**src/rtl/rv32im_pkg.sv**
```systemverilog
// Shared RV32IM definitions used by the fetch path.
// Fetch entries are stored as {pc, instr}, with pc in the upper half.
package rv32im_pkg;

    localparam int XLEN = 32;
    localparam logic [XLEN-1:0] NOP_INSTR = 32'h0000_0013;

    typedef struct packed {
        logic [XLEN-1:0] pc;
        logic [XLEN-1:0] instr;
    } fetch_entry_t;

    localparam int ENTRY_W = $bits(fetch_entry_t);

endpackage

```
**src/rtl/if_fetch_queue_if.sv**
```systemverilog
// Push (fetch side) and pop (decode side) handshake bundle for the fetch queue.
// The queue uses the slave modport; fetch and decode logic use the master modport.
interface if_fetch_queue_if #(
    parameter int XLEN = rv32im_pkg::XLEN
);
    logic            push_valid;
    logic            push_ready;
    logic [XLEN-1:0] push_pc;
    logic [XLEN-1:0] push_instr;
    logic            pop_valid;
    logic            pop_ready;
    logic [XLEN-1:0] pop_pc;
    logic [XLEN-1:0] pop_instr;

    modport master (
        output push_valid, push_pc, push_instr, pop_ready,
        input  push_ready, pop_valid, pop_pc, pop_instr
    );

    modport slave (
        input  push_valid, push_pc, push_instr, pop_ready,
        output push_ready, pop_valid, pop_pc, pop_instr
    );
endinterface

```
**src/rtl/if_fetch_queue_regfile.sv**
```systemverilog
// fq_regfile: DEPTH x WIDTH storage with one synchronous write port and one
// asynchronous read port. Contents are never reset; occupancy is tracked
// by the pointers in the parent.
module fq_regfile #(
    parameter int DEPTH = 4,
    parameter int WIDTH = 64,
    parameter int AW    = $clog2(DEPTH)
) (
    input  logic             clk,
    input  logic             we,
    input  logic [AW-1:0]    waddr,
    input  logic [WIDTH-1:0] wdata,
    input  logic [AW-1:0]    raddr,
    output logic [WIDTH-1:0] rdata
);
    logic [WIDTH-1:0] mem [DEPTH];

    // Write port: one entry per cycle when enabled.
    always_ff @(posedge clk) begin
        if (we) mem[waddr] <= wdata;
    end

    assign rdata = mem[raddr];
endmodule

```
**src/rtl/if_fetch_queue.sv**
```systemverilog
// if_fetch_queue: instruction prefetch FIFO between fetch and IF/ID.
// Holds {pc, instr} pairs, delivers them in order, and drops everything on a
// redirect (flush). Pointers carry an extra wrap bit so full and empty are
// distinguishable with all DEPTH slots usable.
// Optional feature: define FQ_BYPASS_EN to let a push into an empty queue be
// presented on the pop side in the same cycle (not stored if consumed).
module if_fetch_queue
    import rv32im_pkg::*;
#(
    parameter int DEPTH = 4,
    parameter int XLEN  = rv32im_pkg::XLEN
) (
    input  logic                   clk,
    input  logic                   rst,
    input  logic                   flush,
    if_fetch_queue_if.slave        fq,
    output logic [$clog2(DEPTH):0] count
);
    localparam int IDX_W = $clog2(DEPTH);
    localparam int PTR_W = IDX_W + 1;

    logic [PTR_W-1:0]  wr_ptr, rd_ptr;
    logic              empty, full;
    logic              push_fire, pop_fire, store_push;
    logic [2*XLEN-1:0] rd_data;

    fq_regfile #(
        .DEPTH (DEPTH),
        .WIDTH (2*XLEN)
    ) u_regfile (
        .clk   (clk),
        .we    (store_push),
        .waddr (wr_ptr[IDX_W-1:0]),
        .wdata ({fq.push_pc, fq.push_instr}),
        .raddr (rd_ptr[IDX_W-1:0]),
        .rdata (rd_data)
    );

    assign empty = (wr_ptr == rd_ptr);
    assign full  = (wr_ptr[IDX_W-1:0] == rd_ptr[IDX_W-1:0]) &&
                   (wr_ptr[IDX_W] != rd_ptr[IDX_W]);
    assign count = wr_ptr - rd_ptr;

    // push_ready depends only on state, so there is no pop_ready -> push_ready path.
    assign fq.push_ready = !full;
    // A push that coincides with a flush belongs to the wrong path.
    assign push_fire     = fq.push_valid && !full && !flush;

`ifdef FQ_BYPASS_EN
    // Empty queue: the incoming pair is shown directly; if decode takes it
    // this cycle it never occupies a slot.
    assign fq.pop_valid = !flush && (!empty || fq.push_valid);
    assign fq.pop_pc    = empty ? fq.push_pc    : rd_data[2*XLEN-1:XLEN];
    assign fq.pop_instr = empty ? fq.push_instr : rd_data[XLEN-1:0];
    assign pop_fire     = !flush && !empty && fq.pop_ready;
    assign store_push   = push_fire && !(empty && fq.pop_ready);
`else
    assign fq.pop_valid = !empty && !flush;
    assign fq.pop_pc    = rd_data[2*XLEN-1:XLEN];
    assign fq.pop_instr = rd_data[XLEN-1:0];
    assign pop_fire     = fq.pop_valid && fq.pop_ready;
    assign store_push   = push_fire;
`endif

    // Pointer update: flush empties the queue by catching rd up to wr.
    always_ff @(posedge clk or negedge rst) begin
        if (!rst) begin
            wr_ptr <= '0;
            rd_ptr <= '0;
        end else if (flush) begin
            rd_ptr <= wr_ptr;
        end else begin
            if (store_push) wr_ptr <= wr_ptr + PTR_W'(1);
            if (pop_fire)   rd_ptr <= rd_ptr + PTR_W'(1);
        end
    end
endmodule

```
**src/flat_wrapper.sv**
```systemverilog
// flat-port wrapper written by rule: the top's interface ports become plain ports
module if_fetch_queue_flat import rv32im_pkg::*;
#(
    parameter int DEPTH = 4,
    parameter int XLEN  = rv32im_pkg::XLEN
)
  (clk, rst, flush, count, fq_push_valid, fq_push_pc, fq_push_instr, fq_pop_ready, fq_push_ready, fq_pop_valid, fq_pop_pc, fq_pop_instr);
  if_fetch_queue_if #(.XLEN(XLEN)) fq_i ();
  input  logic clk;
  input  logic rst;
  input  logic flush;
  output logic [$clog2(DEPTH):0] count;
  input wire logic [$bits(fq_i.push_valid)-1:0] fq_push_valid;
  input wire logic [$bits(fq_i.push_pc)-1:0] fq_push_pc;
  input wire logic [$bits(fq_i.push_instr)-1:0] fq_push_instr;
  input wire logic [$bits(fq_i.pop_ready)-1:0] fq_pop_ready;
  output wire logic [$bits(fq_i.push_ready)-1:0] fq_push_ready;
  output wire logic [$bits(fq_i.pop_valid)-1:0] fq_pop_valid;
  output wire logic [$bits(fq_i.pop_pc)-1:0] fq_pop_pc;
  output wire logic [$bits(fq_i.pop_instr)-1:0] fq_pop_instr;
  assign fq_i.push_valid = fq_push_valid;
  assign fq_i.push_pc = fq_push_pc;
  assign fq_i.push_instr = fq_push_instr;
  assign fq_i.pop_ready = fq_pop_ready;
  assign fq_push_ready = fq_i.push_ready;
  assign fq_pop_valid = fq_i.pop_valid;
  assign fq_pop_pc = fq_i.pop_pc;
  assign fq_pop_instr = fq_i.pop_instr;
  if_fetch_queue #(.DEPTH(DEPTH), .XLEN(XLEN)) u_core (.clk(clk), .rst(rst), .flush(flush), .fq(fq_i), .count(count));
endmodule
```
**config.mk**
```make
export PLATFORM = sky130hd
export DESIGN_NAME = if_fetch_queue_flat
export DESIGN_NICKNAME = d
export VERILOG_FILES = /design/src/rtl/rv32im_pkg.sv /design/src/rtl/if_fetch_queue_if.sv /design/src/rtl/if_fetch_queue_regfile.sv /design/src/rtl/if_fetch_queue.sv /design/src/flat_wrapper.sv
export SDC_FILE = /design/constraint.sdc
export NUM_CORES = 1
export LEC_CHECK = 0
export ABC_AREA = 1
export BUFFER_PORTS_ARGS = -buffer_cell sky130_fd_sc_hd__buf_2
export CAP_MARGIN = 10
export CORE_AREA = 8 8 150 152
export CTS_BUF_LIST = sky130_fd_sc_hd__clkbuf_8 sky130_fd_sc_hd__clkbuf_16
export CTS_CLUSTER_SIZE = 25
export DETAILED_ROUTE_END_ITERATION = 8
export DIE_AREA = 0 0 158 160
export PLACE_DENSITY = 0.74
export SLEW_MARGIN = 20
export SYNTH_ARGS = -nofsm -noshare
export SYNTH_HDL_FRONTEND = slang
export SYNTH_SLANG_ARGS = --single-unit
export TNS_END_PERCENT = 5
```
**constraint.sdc**
```tcl
create_clock -name clk -period 4.7 [get_ports clk]
set_clock_uncertainty 0.2 [all_clocks]
set_input_delay 1.41 -clock clk [delete_from_list [all_inputs] [get_ports clk]]
set_output_delay 1.41 -clock clk [all_outputs]
set_load 0.01 [all_outputs]
```
# [Word level (Yosys, flattened, before mapping)]
# Memories as Yosys holds them, arrays and structs flattened.
# Index checks and enable logic that the tools add are counted.
[op_classes] n_addsub=3 n_eq_ne=3 n_mux=4 bitwise=1 reduce_logical=10
[ops] cell="$add A3 B1 Y3 const B" n=2
[ops] cell="$mux W3" n=2
[ops] cell="$logic_and A1 B1 Y1" n=5
[ops] cell="$eq A3 B3 Y1" n=1
[ops] cell="$logic_not A1 Y1" n=3
[ops] cell="$sub A3 B3 Y3" n=1
[ops] cell="$eq A2 B2 Y1" n=1
[ops] cell="$mux W1" n=2
[ops] cell="$reduce_and A2 Y1" n=1
[ops] cell="$reduce_bool A2 Y1" n=1
[ops] cell="$ne A1 B1 Y1" n=1
[ops] cell="$not A1 Y1" n=1
[word_totals] register_bits=6 ram_bits=256 out_inout_bits=69 word_cells=24 n_memories=1
[mem_list] name="u_core.u_regfile.mem" depth=4 width=64 read_ports=1 rd_clocked_by_memory_dff=0 wr=1 line="if_fetch_queue_regfile.sv:16" source="logic [WIDTH-1:0] mem [DEPTH];"

# [Logic depth before layout (Yosys ltp)]
# Gate-level depths: netlist of the first run.
[depth] depth_word=7 depth_mapped=11

# [Modules after synthesis]
# Synthesis of the first run repeated with hierarchy kept, for this count alone.
[hier_totals] hier_cells=1071 hier_area_um2=11230.8
[by_module_without_submodules] mod="fq_regfile" n_inst=1 cells_per_inst=1010 area_per_inst_um2=10761.6 seq_area_each_um2=7687.4
[by_module_without_submodules] mod="if_fetch_queue" n_inst=1 cells_per_inst=61 area_per_inst_um2=469.2 seq_area_each_um2=150.1

# [Worst setup path after synthesis of the first run]
# OpenSTA, ideal clock, no wires.
[synth_path] path_type="input port to flip-flop" from="input fq_push_valid" to="memory u_core.u_regfile.mem[0][0], enable pin" setup_time_ps=486 t_arrival_ps=4418 required_ps=4014 path_slack_ps=-404 stages=4 cell_sequence="inv_1 > nor2_1 > nand2_2 > nor2_1"
[synth_between] elab_chain_len=4
[synth_lines] item="start, declared" line="flat_wrapper.sv:13" source="input wire logic [$bits(fq_i.push_valid)-1:0] fq_push_valid;"
[synth_lines] item="$logic_and A1 B1 Y1 (2 in a row)" line="if_fetch_queue.sv:47" source="assign push_fire = fq.push_valid && !full && !flush;"
[synth_lines] item="$mux W1" line="if_fetch_queue_regfile.sv:20" source="if (we) mem[waddr] <= wdata;"
[synth_lines] item="$mux W1 (not written as such)" line="if_fetch_queue_regfile.sv:20"
[synth_lines] item="end, declared" line="if_fetch_queue_regfile.sv:16"
# Every way passes these cells.

# [Final worst setup path of the first run]
[layout_path] from="register u_core.rd_ptr[0]" to="output fq_pop_pc[27]"
[layout_between] elab_chain_len=1
[layout_lines] item="start, declared" line="if_fetch_queue.sv:22" source="logic [PTR_W-1:0] wr_ptr, rd_ptr;"
[layout_lines] item="start signal, assigned" line="if_fetch_queue.sv:71" source="rd_ptr <= wr_ptr;"
[layout_lines] item="start signal, assigned" line="if_fetch_queue.sv:74" source="if (pop_fire) rd_ptr <= rd_ptr + PTR_W'(1);"
[layout_lines] item="$mem_v2 Z4 W64"
[layout_lines] item="end, declared" line="flat_wrapper.sv:19" source="output wire logic [$bits(fq_i.pop_pc)-1:0] fq_pop_pc;"
# Every way passes these cells.

==> results_dict.tcl, run 1 <==
set metrics [dict create \
    status "completed" \
    finalNonFillerCells 1120 \
    worst_pin_slew_ns 0.754 \
    clock_sinks 262 \
    rows 52 \
    ys_warn_count 0 \
    setup_viol 0 \
    wl_met2_mm 10.2 \
    power_uw 7590 \
    drc 0 \
    drt-pass1-iter-count 4 \
    wire_per_inst_um 18.4 \
    wl_met3_mm 1.50 \
    syn_avg_cell_area_um2 14.6 \
    cts.path.max_buffers 3 \
    critPathCaptureType "output port" \
    globalRouteOverflowTotal 0 \
    synth_commonest_cells "edfxtp_1 (256), nor2_1 (135), o21ai_0 (68), o22ai_1 (64), o21ai_1 (38)" \
    grt_pass1_vias 6060 \
    path_cells "inv_4, buf_4, nor2_1, o22ai_1, buf_2" \
    post-place-cells 1070 \
    synth_ff_type "edfxtp_1" \
    nets 905 \
    clk_latency_ns 0.51 \
    setup.worst_path.start_class "register" \
    highest_layer "met5" \
    seq_area_frac_synth_pct 77.6 \
    track_usage_pct 16.1 \
    vias 5997 \
    drive_above_1_share_pct 27.1 \
    min_period_ns 3.92 \
    ys_seq_elements 262 \
    synth_most_common_cell "edfxtp_1" \
    ant_nets 0 \
    synth_edf_count 256 \
    antenna_found_initial 1 \
    async_reset_ff_share_pct 2.29 \
    required_ns 3.09 \
    whs_endpoint "u_core.rd_ptr[2]$_DFFE_PN0P_" \
    path_class "reg2out" \
    maxSlewHeadroom_pct 49.7 \
    rsz0062_at_grt "false" \
    slowest_stage "dfrtp_4" \
    synth_top_area_share_pct 76.1 \
    hp-start "u_core.rd_ptr[2]$_DFFE_PN0P_" \
    wl_met1_mm 8.55 \
    hold_path.class "reg2reg" \
    drv_cap 0 \
    clk_pin_slew_ns 0.06 \
    r2r_slack_ns 1.82 \
    power-per-cell-area_nw_per_um2 633 \
    numCtsBuffers 26 \
    syn_nets 767 \
    cts_tree "built" \
    ir_worst_vdd_mv 0.412 \
    htree_levels 1 \
    drt-initial-drc-count 332 \
    place_hpwl_mm 11.9 \
    hold_viol 0 \
    max_freq_ghz 0.255 \
    start_util_pct 50.4 \
    synthCells 690 \
    cts_hold_buf 0 \
    drv_slew 0 \
    synth_area_um2 10100 \
    port_buffers 137 \
    cpPeakStageDelay_ns 0.50 \
    cts_root_buf "clkbuf_16" \
    leakage_uw 0.00424 \
    fin_crit_sh_pct 83.4 \
    min_path_cells 2 \
    grt_pass1_wl_mm 32.3 \
    yosys.cell_types.count 22 \
    wl_mm 20.6 \
    ios 138 \
    synth_area_leader_cell "edfxtp_1" \
    arrival_ns 2.31 \
    cp_max_fo 50 \
    r2r_cells 8 \
    ys_top_cells_by_area "edfxtp_1 (76%), nor2_1 (5.0%), o22ai_1 (4.0%)" \
    via_per_inst 5.35 \
    place.gp.congestion 0.735 \
    die_y_um 160 \
    die_w_um 158 \
    dieArea_um2 25300 \
    cts_setup_buffers 0 \
    cts_resized 0 \
    syn_to_final_growth_pct 18.6 \
    reg2reg_to "u_core.u_regfile.mem[0][29]$_DFFE_PP_" \
    grt_max_degree 74 \
    core-area_um2 20000 \
    r2r-start "u_core.rd_ptr[1]$_DFFE_PN0P_" \
]
report_power, final:
group / internal, uW / switching (uW)
Combinational: 818 / 1600
Sequential: 2860 / 83.2
Clock: 1420 / 812
cell usage in the layout (no fill, tap or decap):
| cell | netlist | layout |
|---|---|---|
| xnor2_1 | 2 | 2 |
| o21ai_1 | 38 | 38 |
| o22ai_1 | 64 | 64 |
| clkbuf_8 | 0 | 3 |
| inv_1 | 13 | 17 |
| dfrtp_2 | 0 | 1 |
| edfxtp_1 | 256 | 256 |
| inv_4 | 1 | 1 |
| nand3_1 | 6 | 6 |
| bufinv_16 | 0 | 6 |
| buf_4 | 3 | 12 |
| dfrtp_1 | 6 | 4 |
| nor2_4 | 0 | 4 |
| clkbuf_16 | 0 | 27 |
| clkinv_4 | 0 | 1 |
| buf_12 | 0 | 3 |
| dfrtp_4 | 0 | 1 |
| buf_2 | 14 | 137 |
| nor2_1 | 135 | 131 |
| o21ai_2 | 26 | 26 |
| inv_2 | 1 | 1 |
| nand2_2 | 2 | 2 |
| nand2_1 | 21 | 21 |
| clkinv_2 | 0 | 4 |
| fa_1 | 1 | 1 |
| diode_2 | 0 | 2 |
| a31oi_1 | 1 | 1 |
| clkinvlp_4 | 0 | 1 |
| o21ai_0 | 68 | 68 |
| ha_1 | 7 | 7 |
| clkinv_1 | 0 | 2 |
per-stage QoR:
| step | util (%) | cell area, um2 | setup slack, ns | setup TNS, ns | hold WS (ns) |
|---|---|---|---|---|---|
| after global placement | 55.0 | 11000 | 1.26 | 0 | 0.374 |
| after detailed placement | 55.0 | 11000 | 1.27 | 0 | 0.385 |
| final | 59.8 | 12000 | 0.781 | 0 | 0.403 |
| after global routing | 59.8 | 12000 | 0.634 | 0 | 0.446 |
| after floorplan | - | 10100 | -0.404 | -103.43 | 0.316 |
| after CTS | 59.8 | 12000 | 0.730 | 0 | 0.398 |
per-layer routing:
metal	track usage (%)	vias to the layer above
met3	3.35	31
met4	3.82	2
met1	20.4	2940
met2	27.7	164
met5	0	-
li1	-	2860
worst max-delay path by stage:
stage                                             from  slack, ns                                    to  depth (start not counted)
after floorplan                          fq_push_valid      -0.40  u_core.u_regfile.mem[0][0]$_DFFE_PP_                          4
after global placement                           flush       1.26                          fq_pop_valid                          3
after detailed placement                         flush       1.27                          fq_pop_valid                          3
after CTS                 u_core.rd_ptr[0]$_DFFE_PN0P_       0.73                         fq_pop_pc[27]                          5
after global routing      u_core.rd_ptr[0]$_DFFE_PN0P_       0.63                         fq_pop_pc[23]                          5
final                     u_core.rd_ptr[0]$_DFFE_PN0P_       0.78                         fq_pop_pc[27]                          5
cells by family (layout without fill, tap and decap cells):
group	count (synthesis)	count (layout)	synth area share, %
XOR/XNOR	2	2	0.173
buffers and inverters	57	215	3.43
flip-flops	262	262	77.6
other	0	2	0
adder cells (fa/ha/maj)	8	8	1.07
AND/OR/NAND/NOR	164	164	6.22
AO/OA/AOI/OAI	197	197	11.5
worst max-delay path: cells and delay by family (launching register included):
kind	cells	cell delay, ns
AO/OA/AOI/OAI	1	0.21
buffers and inverters	3	1.00
flip-flops	1	0.50
AND/OR/NAND/NOR	1	0.07
final cells by class:
cell class                      count  area, um2
Antenna cell                        2       5.00
Clock buffer                       30        717
Clock inverter                     18        239
Fill cell                        1532       8060
Inverter                           15       58.8
Multi-Input combinational cell    371       1950
Sequential cell                   262       7840
Tap cell                          270        338
Timing Repair Buffer              152        836
registers in the layout (all words and copies together) (netlist names):
register	flops
u_core.rd_ptr	3
u_core.wr_ptr	3
u_core.u_regfile.mem	256
No activity file was read; power rests on OpenSTA's default activity.
==> run 2, diff against run 1 <==
clock period = 3.15 ns   (was 4.7 ns; I/O delays follow)
==> results_dict.tcl, run 2 (synthesis gave the netlist of run 1 again) <==
set metrics [dict create \
    drv_slew 0 \
    power.internal_uw 7350 \
    power_frac_comb_pct 34.1 \
    drv_cap 0 \
    p_clk_share_pct 26.3 \
    cpPeakStageDelay_ns 0.51 \
    final_common_cell "edfxtp_1" \
    grt_max_degree 68 \
    r2r_slack_ns 0.69 \
    ant_nets 0 \
    reg_top3 "u_core.u_regfile.mem x256, u_core.rd_ptr x3, u_core.wr_ptr x3" \
    dpl_cell_area_um2 11100 \
    cts_hold_buf 0 \
    grt_pass1_vias 6257 \
    path_cells "buf_12, o21ai_0, o22ai_1, buf_2" \
    post-place-cells 1072 \
    setup.worst_path.start_class "register" \
    grt_pass1_wl_mm 33.5 \
    slowest_stage "dfrtp_4" \
    hold_viol 0 \
    via_per_inst 5.33 \
    cts.path.max_buffers 3 \
    layout_common_cells "edfxtp_1 (256), buf_2 (137), nor2_1 (131)" \
    track_usage_pct 16.7 \
    numCtsBuffers 27 \
    ios 138 \
    cts_root_buf "clkbuf_16" \
    final_area_um2 12000 \
    wl_mm 21.0 \
    setup_viol 0 \
    clk_latency_ns 0.51 \
    reg2reg_to "u_core.u_regfile.mem[3][25]$_DFFE_PP_" \
    switching_share_pct 34.1 \
    hold_path.class "in2async" \
    antenna_found_initial 2 \
    clock_sinks 262 \
    wire_per_inst_um 18.7 \
    largest_reg_flops 256 \
    power-per-cell-area_nw_per_um2 928 \
    largest_register "u_core.u_regfile.mem" \
    worstSetupEndpoint "fq_pop_instr[3]" \
    power.net_switching_uw 3800 \
    die_y_um 160 \
    rows 52 \
    globalRouteOverflowTotal 0 \
    drive_above_1_share_pct 27.2 \
    fin_crit_sh_pct 99.9 \
    place_hpwl_mm 12.2 \
    required_ns 2.00 \
    max_freq_ghz 0.318 \
    die_w_um 158 \
    path_class "reg2out" \
    nets 910 \
    drt-pass1-iter-count 4 \
    port_buffers 137 \
    syn_to_final_growth_pct 18.9 \
    min_period_ns 3.15 \
    finalNonFillerCells 1123 \
    ir_worst_vdd_mv 0.560 \
    r2r_cells 7 \
    dieArea_um2 25300 \
    core-area_um2 20000 \
    rsz0062_at_grt "true" \
    worst_pin_slew_ns 0.425 \
    sequentialPowerShare_pct 39.5 \
    place.gp.congestion 0.732 \
    clk_pin_slew_ns 0.06 \
    drt-initial-drc-count 347 \
    n_antenna_cell 0 \
    drc 0 \
    maxSlewHeadroom_pct 71.7 \
    cp_max_fo 67 \
    critPathCaptureType "output port" \
    leakage_uw 0.00425 \
    start_util_pct 50.4 \
    status "completed" \
    nFillCells 1574 \
    htree_levels 1 \
    r2r-start "u_core.rd_ptr[0]$_DFFE_PN0P_" \
    cts_tree "built" \
    fin_hold_ws_ns 0.0450 \
    crit_start "u_core.rd_ptr[0]$_DFFE_PN0P_" \
    arrival_ns 2.00 \
    vias 5990 \
]
## run 2: worst min-delay path by stage
stage	startpoint	endpoint	slack, ns
floorplan	u_core.wr_ptr[0]$_DFFE_PN0P_	u_core.wr_ptr[0]$_DFFE_PN0P_	0.32
global placement	u_core.wr_ptr[0]$_DFFE_PN0P_	u_core.wr_ptr[0]$_DFFE_PN0P_	0.35
detailed placement	u_core.wr_ptr[0]$_DFFE_PN0P_	u_core.wr_ptr[0]$_DFFE_PN0P_	0.35
CTS	rst	u_core.rd_ptr[2]$_DFFE_PN0P_	0.03
global route	rst	u_core.wr_ptr[2]$_DFFE_PN0P_	0.04
finish	rst	u_core.rd_ptr[2]$_DFFE_PN0P_	0.05
## run 2: per-layer routing
| metal | global-route usage [%] | vias to the layer above | wire length [um] |
|---|---|---|---|
| met5 | 0 | - | 27 |
| met4 | 4.07 | 4 | 375 |
| met3 | 3.45 | 29 | 1290 |
| met2 | 28.5 | 173 | 10300 |
| met1 | 21.5 | 2921 | 8990 |
| li1 | - | 2863 | - |
## run 2: final cells by class
cell class	count	area, um2	share of cell area [%]
Sequential cell	262	7840	65.3
Timing Repair Buffer	156	988	8.23
Inverter	15	63.8	0.531
Clock inverter	22	145	1.21
Tap cell	270	338	2.81
Clock buffer	27	676	5.63
Multi-Input combinational cell	371	1950	16.3
## run 2: critical path: cells and delay by family, from the launching register on
family | cells | cell delay (ns)
buffers and inverters | 2 | 0.48
AO/OA/AOI/OAI | 2 | 0.44
flip-flops | 1 | 0.51
## run 2: power by group through the flow
| stage | registers, uW | logic (uW) | clock network (uW) |
|---|---|---|---|
| 6_report | 4400 | 3800 | 2940 |
| 5_1_grt | 4440 | 4190 | 3130 |
| 4_1_cts | 4400 | 3860 | 2990 |
| 3_5_place_dp | 4480 | 3760 | 0 |
| 3_3_place_gp | 4470 | 3700 | 0 |
| 2_1_floorplan | 4450 | 2430 | 0 |
## run 2: repair_timing
action / in CTS / in global routing
endpoints found under the setup margin: 15 / 32
pin swaps: 0 / 1
hold endpoints to repair: 0 / 0
gates cloned: 1 / 0
gates resized for setup: 3 / 5
setup buffers: 1 / 0
## run 2: through the flow
stage	setup WS, ns	utilization, %	setup TNS, ns	total power (uW)
after floorplan	-0.636	-	-162.93	6880
after global placement	0.501	55.5	0	8170
after detailed placement	0.482	55.5	0	8240
after CTS	-0.00320	59.9	-0.00970	11300
after global routing	-0.0574	59.9	-0.277	11800
final	0.00334	59.9	0	11100
